## config.mk

```make
export PLATFORM = sky130hd
export DESIGN_NAME = timer_entry_loader
export DESIGN_NICKNAME = d
export VERILOG_FILES = /design/src/rtl/timer_pkg.sv /design/src/rtl/bcd_shift_reg.sv /design/src/rtl/timer_entry_loader.sv
export SDC_FILE = /design/constraint.sdc
export NUM_CORES = 1
export LEC_CHECK = 0
export CAP_MARGIN = 20
export CORE_ASPECT_RATIO = 1.2
export CORE_UTILIZATION = 50
export CTS_CLUSTER_SIZE = 14
export DETAILED_ROUTE_END_ITERATION = 10
export PLACE_DENSITY = 0.84
export SYNTH_ARGS = -nofsm -noshare
export SYNTH_HDL_FRONTEND = slang
export SYNTH_HIERARCHICAL = 1
export SYNTH_SLANG_ARGS = --single-unit
```

## constraint.sdc

```tcl
create_clock -name clock -period 2.96 [get_ports clock]
set_input_delay 0.296 -clock clock [delete_from_list [all_inputs] [get_ports clock]]
set_output_delay 0.296 -clock clock [all_outputs]
set_load 0.005 [all_outputs]
```

## src/rtl/timer_pkg.sv

```systemverilog
// Shared types and constants for the MM:SS countdown timer entry/load path.
package timer_pkg;

    localparam int unsigned BCD_W = 4;

    typedef logic [BCD_W-1:0] bcd_t;

    typedef enum logic [1:0] {
        IDLE  = 2'd0,
        ENTRY = 2'd1,
        LOAD  = 2'd2,
        ARMED = 2'd3
    } loader_state_t;

    localparam bcd_t BCD_MAX      = 4'd9;
    localparam bcd_t SEC_TENS_MAX = 4'd5;

endpackage

```

## src/rtl/bcd_shift_reg.sv

```systemverilog
// MM:SS entry register: digits shift in from the right, with clear, first-digit load and seconds clamp.
module bcd_shift_reg
    import timer_pkg::*;
#(
    parameter int unsigned DIGITS = 4
) (
    input  logic                      clock,
    input  logic                      clr,
    input  logic                      clear,
    input  logic                      load_first,
    input  logic                      shift_in,
    input  logic                      clamp,
    input  bcd_t                      din,
    output logic [DIGITS*BCD_W-1:0]   value
);

    localparam int unsigned REG_W = DIGITS * BCD_W;

    // Controls are mutually exclusive by construction in the loader FSM; order here is a safety net.
    always_ff @(posedge clock) begin
        if (clr || clear) begin
            value <= '0;
        end else if (load_first) begin
            value <= REG_W'(din);
        end else if (shift_in) begin
            value <= {value[REG_W-BCD_W-1:0], din};
        end else if (clamp) begin
            value[2*BCD_W-1:0] <= {SEC_TENS_MAX, BCD_MAX};
        end
    end

endmodule

```

## src/rtl/timer_entry_loader.sv

```systemverilog
// Keypad-side writer for the MM:SS countdown chain: collects BCD digits and issues the load_n strobe.
// Optional build macro SEC_CLAMP_EN clamps seconds tens > 5 to 59 when a load starts.
module timer_entry_loader
    import timer_pkg::*;
#(
    parameter int unsigned DIGITS      = 4,
    parameter int unsigned LOAD_CYCLES = 1
) (
    input  logic       clock,
    input  logic       clr,
    input  logic       key_valid,
    input  logic [3:0] key_digit,
    input  logic       start,
    input  logic       cancel,
    output logic       load_n,
    output bcd_t       min_tens,
    output bcd_t       min_ones,
    output bcd_t       sec_tens,
    output bcd_t       sec_ones,
    output logic [2:0] digit_count,
    output logic       ready
);

    localparam int unsigned REG_W = DIGITS * BCD_W;
    localparam int unsigned CNT_W = 3;

    loader_state_t    state, state_nx;
    logic [CNT_W-1:0] count_nx;
    logic [CNT_W-1:0] load_cnt, load_cnt_nx;
    logic             load_n_nx;
    logic             ready_nx;
    logic             enter_load;
    logic             sr_clear, sr_first, sr_shift, sr_clamp;
    logic             key_ok;
    logic             clamp_need;
    logic [REG_W-1:0] entry;

    assign key_ok = key_valid && (key_digit <= BCD_MAX);

`ifdef SEC_CLAMP_EN
    assign clamp_need = (entry[2*BCD_W-1:BCD_W] > SEC_TENS_MAX);
`else
    assign clamp_need = 1'b0;
`endif

    bcd_shift_reg #(.DIGITS(DIGITS)) u_entry (
        .clock      (clock),
        .clr        (clr),
        .clear      (sr_clear),
        .load_first (sr_first),
        .shift_in   (sr_shift),
        .clamp      (sr_clamp),
        .din        (key_digit),
        .value      (entry)
    );

    assign min_tens = entry[4*BCD_W-1 -: BCD_W];
    assign min_ones = entry[3*BCD_W-1 -: BCD_W];
    assign sec_tens = entry[2*BCD_W-1 -: BCD_W];
    assign sec_ones = entry[BCD_W-1   -: BCD_W];

    always_ff @(posedge clock) begin
        if (clr) begin
            state       <= IDLE;
            digit_count <= '0;
            load_cnt    <= '0;
            load_n      <= 1'b1;
            ready       <= 1'b1;
        end else begin
            state       <= state_nx;
            digit_count <= count_nx;
            load_cnt    <= load_cnt_nx;
            load_n      <= load_n_nx;
            ready       <= ready_nx;
        end
    end

    // Priority: cancel > start > key; load_n is low for exactly LOAD_CYCLES cycles per commit.
    always_comb begin
        state_nx    = state;
        count_nx    = digit_count;
        load_cnt_nx = load_cnt;
        load_n_nx   = 1'b1;
        enter_load  = 1'b0;
        sr_clear    = 1'b0;
        sr_first    = 1'b0;
        sr_shift    = 1'b0;
        sr_clamp    = 1'b0;

        if (cancel) begin
            state_nx    = IDLE;
            count_nx    = '0;
            load_cnt_nx = '0;
            sr_clear    = 1'b1;
        end else begin
            case (state)
                IDLE: begin
                    if (key_ok) begin
                        sr_first = 1'b1;
                        count_nx = CNT_W'(1);
                        state_nx = ENTRY;
                    end
                end
                ENTRY: begin
                    if (start) begin
                        if (entry != '0) begin
                            enter_load = 1'b1;
                        end else begin
                            sr_clear = 1'b1;
                            count_nx = '0;
                            state_nx = IDLE;
                        end
                    end else if (key_ok && (digit_count < CNT_W'(DIGITS))) begin
                        sr_shift = 1'b1;
                        count_nx = digit_count + CNT_W'(1);
                    end
                end
                LOAD: begin
                    if (load_cnt == CNT_W'(LOAD_CYCLES - 1)) begin
                        state_nx = ARMED;
                    end else begin
                        load_cnt_nx = load_cnt + CNT_W'(1);
                        load_n_nx   = 1'b0;
                    end
                end
                ARMED: begin
                    if (start) begin
                        enter_load = 1'b1;
                    end else if (key_ok) begin
                        sr_first = 1'b1;
                        count_nx = CNT_W'(1);
                        state_nx = ENTRY;
                    end
                end
                default: state_nx = IDLE;
            endcase

            if (enter_load) begin
                state_nx    = LOAD;
                load_cnt_nx = '0;
                load_n_nx   = 1'b0;
                sr_clamp    = clamp_need;
            end
        end

        ready_nx = (state_nx == IDLE) || (state_nx == ARMED);
    end

endmodule
```

==> metrics.yaml <==
outcome: "finished, final reports clean"
vias: 1258
syn2layout_area_growth_pct: 27.0
r2r_end: "digit_count[1]$_SDFFE_PP0P_"
dp_hpwl_um: 2650
clock_sinks: 26
wirelength_um: 3310
finalPower_uw: 588
slowest_stage: "or4b_1"
die-area_mm2: 0.00302
cp_max_fo: 4
skew_ns: 0.00519
peakVddDrop_uv: 279
yosysWarnings: 6
cp_num_buf_inv: 0
numPortBuffers: 29
grt_max_degree: 24
avgSynthCellArea_um2: 9.27
antenna_cells: 0
r2r_cells: 5
dieWidth_um: 50.3
drc: 0
firstDrtPassIters: 4
arrival_ns: 2.24
core_mm2: 0.00260
setup_ws_ns: 0.962
drive_gt1_share_pct: 7.94
synth_cell_type_count: 38
cts_made_buffers: 3
path_cells: "nor4_4 > nand4_2 > o31a_1 > or4b_1 > a21oi_1"
worst-setup-path-type: "flop to flop"
setup_viol: 0
power.density_mw_per_mm2: 331
placementRows: 20
grt_overflow: 0
seq_area_frac_synth_pct: 37.2
rr_startpoint: "u_entry/value[0]$_SDFFE_PP0P_"
grt_pass1_vias: 1318
worstHoldStart: "digit_count[1]$_SDFFE_PP0P_"
finalCritPeriodShare_pct: 67.5
ant_nets: 0
cts_buffer_depth: 2
path_clk_slew_ns: 0.12
syn_inst: 151
cellLeakagePower_uw: 0.000658
cp_top_family: "simple AND/OR/NAND/NOR gates"
htreeDepth: 1
hold_path_depth: 2
holdWs_ns: 0.534
maxSlewViolCount: 0
antenna_found_initial: 0
start_kind: "flop"
synth_area_mm2: 0.00140
fin_setup_tns_ns: 0
viasPerCell: 5.67
slowest_delay_ns: 0.50
insertion_delay_ns: 0.31
critPathCaptureType: "flop"
hold_class: "flop to flop"
hold_buffers: 0
nNetsFinal: 208
post_cts_resized: 0
cts_tree: "done"
place_ws_ns: 0.745
r2r_slack_ns: 0.96
io_pins: 30
clockRootBuffer: "clkbuf_4"
fin_cells: 222
rsz0062_at_grt: "false"
grt.total_usage_pct: 24.7
drt-initial-drc-count: 21
maxCapViolCount: 0
max_freq_mhz: 500
die_h_um: 60.0
grt_pass1_wl_um: 5670
whs_endpoint: "digit_count[1]$_SDFFE_PP0P_"
hold_viol_final: 0
post_drt_wl_per_cell_um: 14.9
initial_core_util_pct: 53.8
ys_ff_latch: 26
place_congestion: 0.897
post_cts_buffers: 0
min_period_ns: 2.00
dp_cells: 219
cp.required_ns: 3.21
## metrics by stage
stage          area [µm²]  util (%)
2_1_floorplan        1430         -
6_report             1780      68.3
4_1_cts              1780      68.3
3_3_place_gp         1760      67.5
3_5_place_dp         1760      67.5
5_1_grt              1780      68.3
## synthesized netlist by cell type
cell type | count | area [µm²]
buf_4 | 1 | 7.51
a211oi_1 | 1 | 7.51
o21ai_0 | 5 | 25.0
buf_6 | 1 | 11.3
buf_2 | 1 | 5.00
o21ai_1 | 3 | 15.0
mux2i_1 | 9 | 90.1
ha_1 | 8 | 100
o311a_1 | 1 | 10.0
nor4_4 | 4 | 85.1
or4_1 | 2 | 15.0
a41oi_1 | 1 | 8.76
nor4_1 | 2 | 12.5
a21oi_2 | 2 | 17.5
o2111ai_1 | 1 | 8.76
o21a_1 | 1 | 7.51
nand4_2 | 1 | 12.5
nor2_1 | 21 | 78.8
inv_1 | 8 | 30.0
xnor2_1 | 1 | 8.76
or3_4 | 1 | 11.3
dfxtp_1 | 26 | 521
a311oi_1 | 1 | 8.76
o211a_1 | 4 | 40.0
o21bai_1 | 1 | 7.51
nand2_1 | 11 | 41.3
or3b_1 | 2 | 17.5
nor2b_1 | 4 | 25.0
a21oi_1 | 4 | 20.0
a31oi_1 | 4 | 25.0
a21o_1 | 1 | 7.51
nor3_1 | 8 | 40.0
o31a_1 | 1 | 8.76
or4b_1 | 3 | 30.0
or2_2 | 1 | 6.26
o31ai_1 | 2 | 15.0
conb_1 | 1 | 3.75
a21boi_1 | 2 | 15.0
## placed cells by master (no fill, tap or decap), types with 2 or more instances in the layout
cell              n
a21oi_2           2
o21ai_0           5
nor2b_1           4
a21oi_1           4
nor4_4            4
or4b_1            3
ha_1              8
clkdlybuf4s50_1  29
o31ai_1           2
mux2i_1           9
conb_1            8
a31oi_1           4
inv_1             8
buf_4             2
nor3_1            8
a21boi_1          2
nand2_1          11
o211a_1           4
or3b_1            2
o21ai_1           3
or4_1             2
nor2_1           21
clkbuf_4          3
dfxtp_1          26
## worst max path at each step
stage,from,endpoint,depth (start not counted)
2_1_floorplan,state[0]$_SDFF_PP0_,u_entry/value[10]$_SDFFE_PP0P_,7
3_3_place_gp,start,u_entry/value[3]$_SDFFE_PP0P_,7
3_5_place_dp,key_digit[3],u_entry/value[3]$_SDFFE_PP0P_,7
4_1_cts,u_entry/value[2]$_SDFFE_PP0P_,digit_count[1]$_SDFFE_PP0P_,5
5_1_grt,u_entry/value[2]$_SDFFE_PP0P_,digit_count[1]$_SDFFE_PP0P_,5
6_report,u_entry/value[0]$_SDFFE_PP0P_,digit_count[1]$_SDFFE_PP0P_,5
## cell families (layout without fill, tap and decap cells)
logic type | Yosys count | after routing | share of synthesized area (%)
simple gates | 60 | 60 | 26.8
compound gates | 35 | 35 | 17.7
flops | 26 | 26 | 37.2
other cells | 1 | 8 | 0.268
mux | 9 | 9 | 6.43
fa+ha+maj | 8 | 8 | 7.15
buf+inv | 11 | 42 | 3.84
xor+xnor | 1 | 1 | 0.626
## power breakdown
group / leakage [µW] / internal, µW / switching [µW]
clock network: 0.0000138 / 47.5 / 95.4
registers: 0.000210 / 356 / 7.58
logic: 0.000434 / 40.1 / 42.0
total: 0.000658 / 443 / 145
## flip-flops by register name, indices dropped and copies added (netlist names)
name,count
load_cnt,3
state,2
u_entry/value,16
load_n,1
ready,1
digit_count,3
## routing by layer
metal  up-vias  track usage [%]  wire length (µm)
li1        617                -                 -
met1       596             26.6              1340
met2        39             47.6              1790
met3         6             3.31               135
met4         0             11.1                46
met5         -                0                 0
## worst reg2reg max path, cell delays in order (launching register included)
cell and delay, ns:
dfxtp_1 0.39, nor4_4 0.33, nand4_2 0.21, o31a_1 0.35, or4b_1 0.50, a21oi_1 0.16
## final cells by class
cell class,count,area (µm²)
fillers,221,825
inverters,8,30.0
flip-flops and latches,26,520
well taps,33,41.3
multi-input cells,121,858
clock buffers,3,22.5
repair buffers,31,305
(Power assumes the default switching activity.)
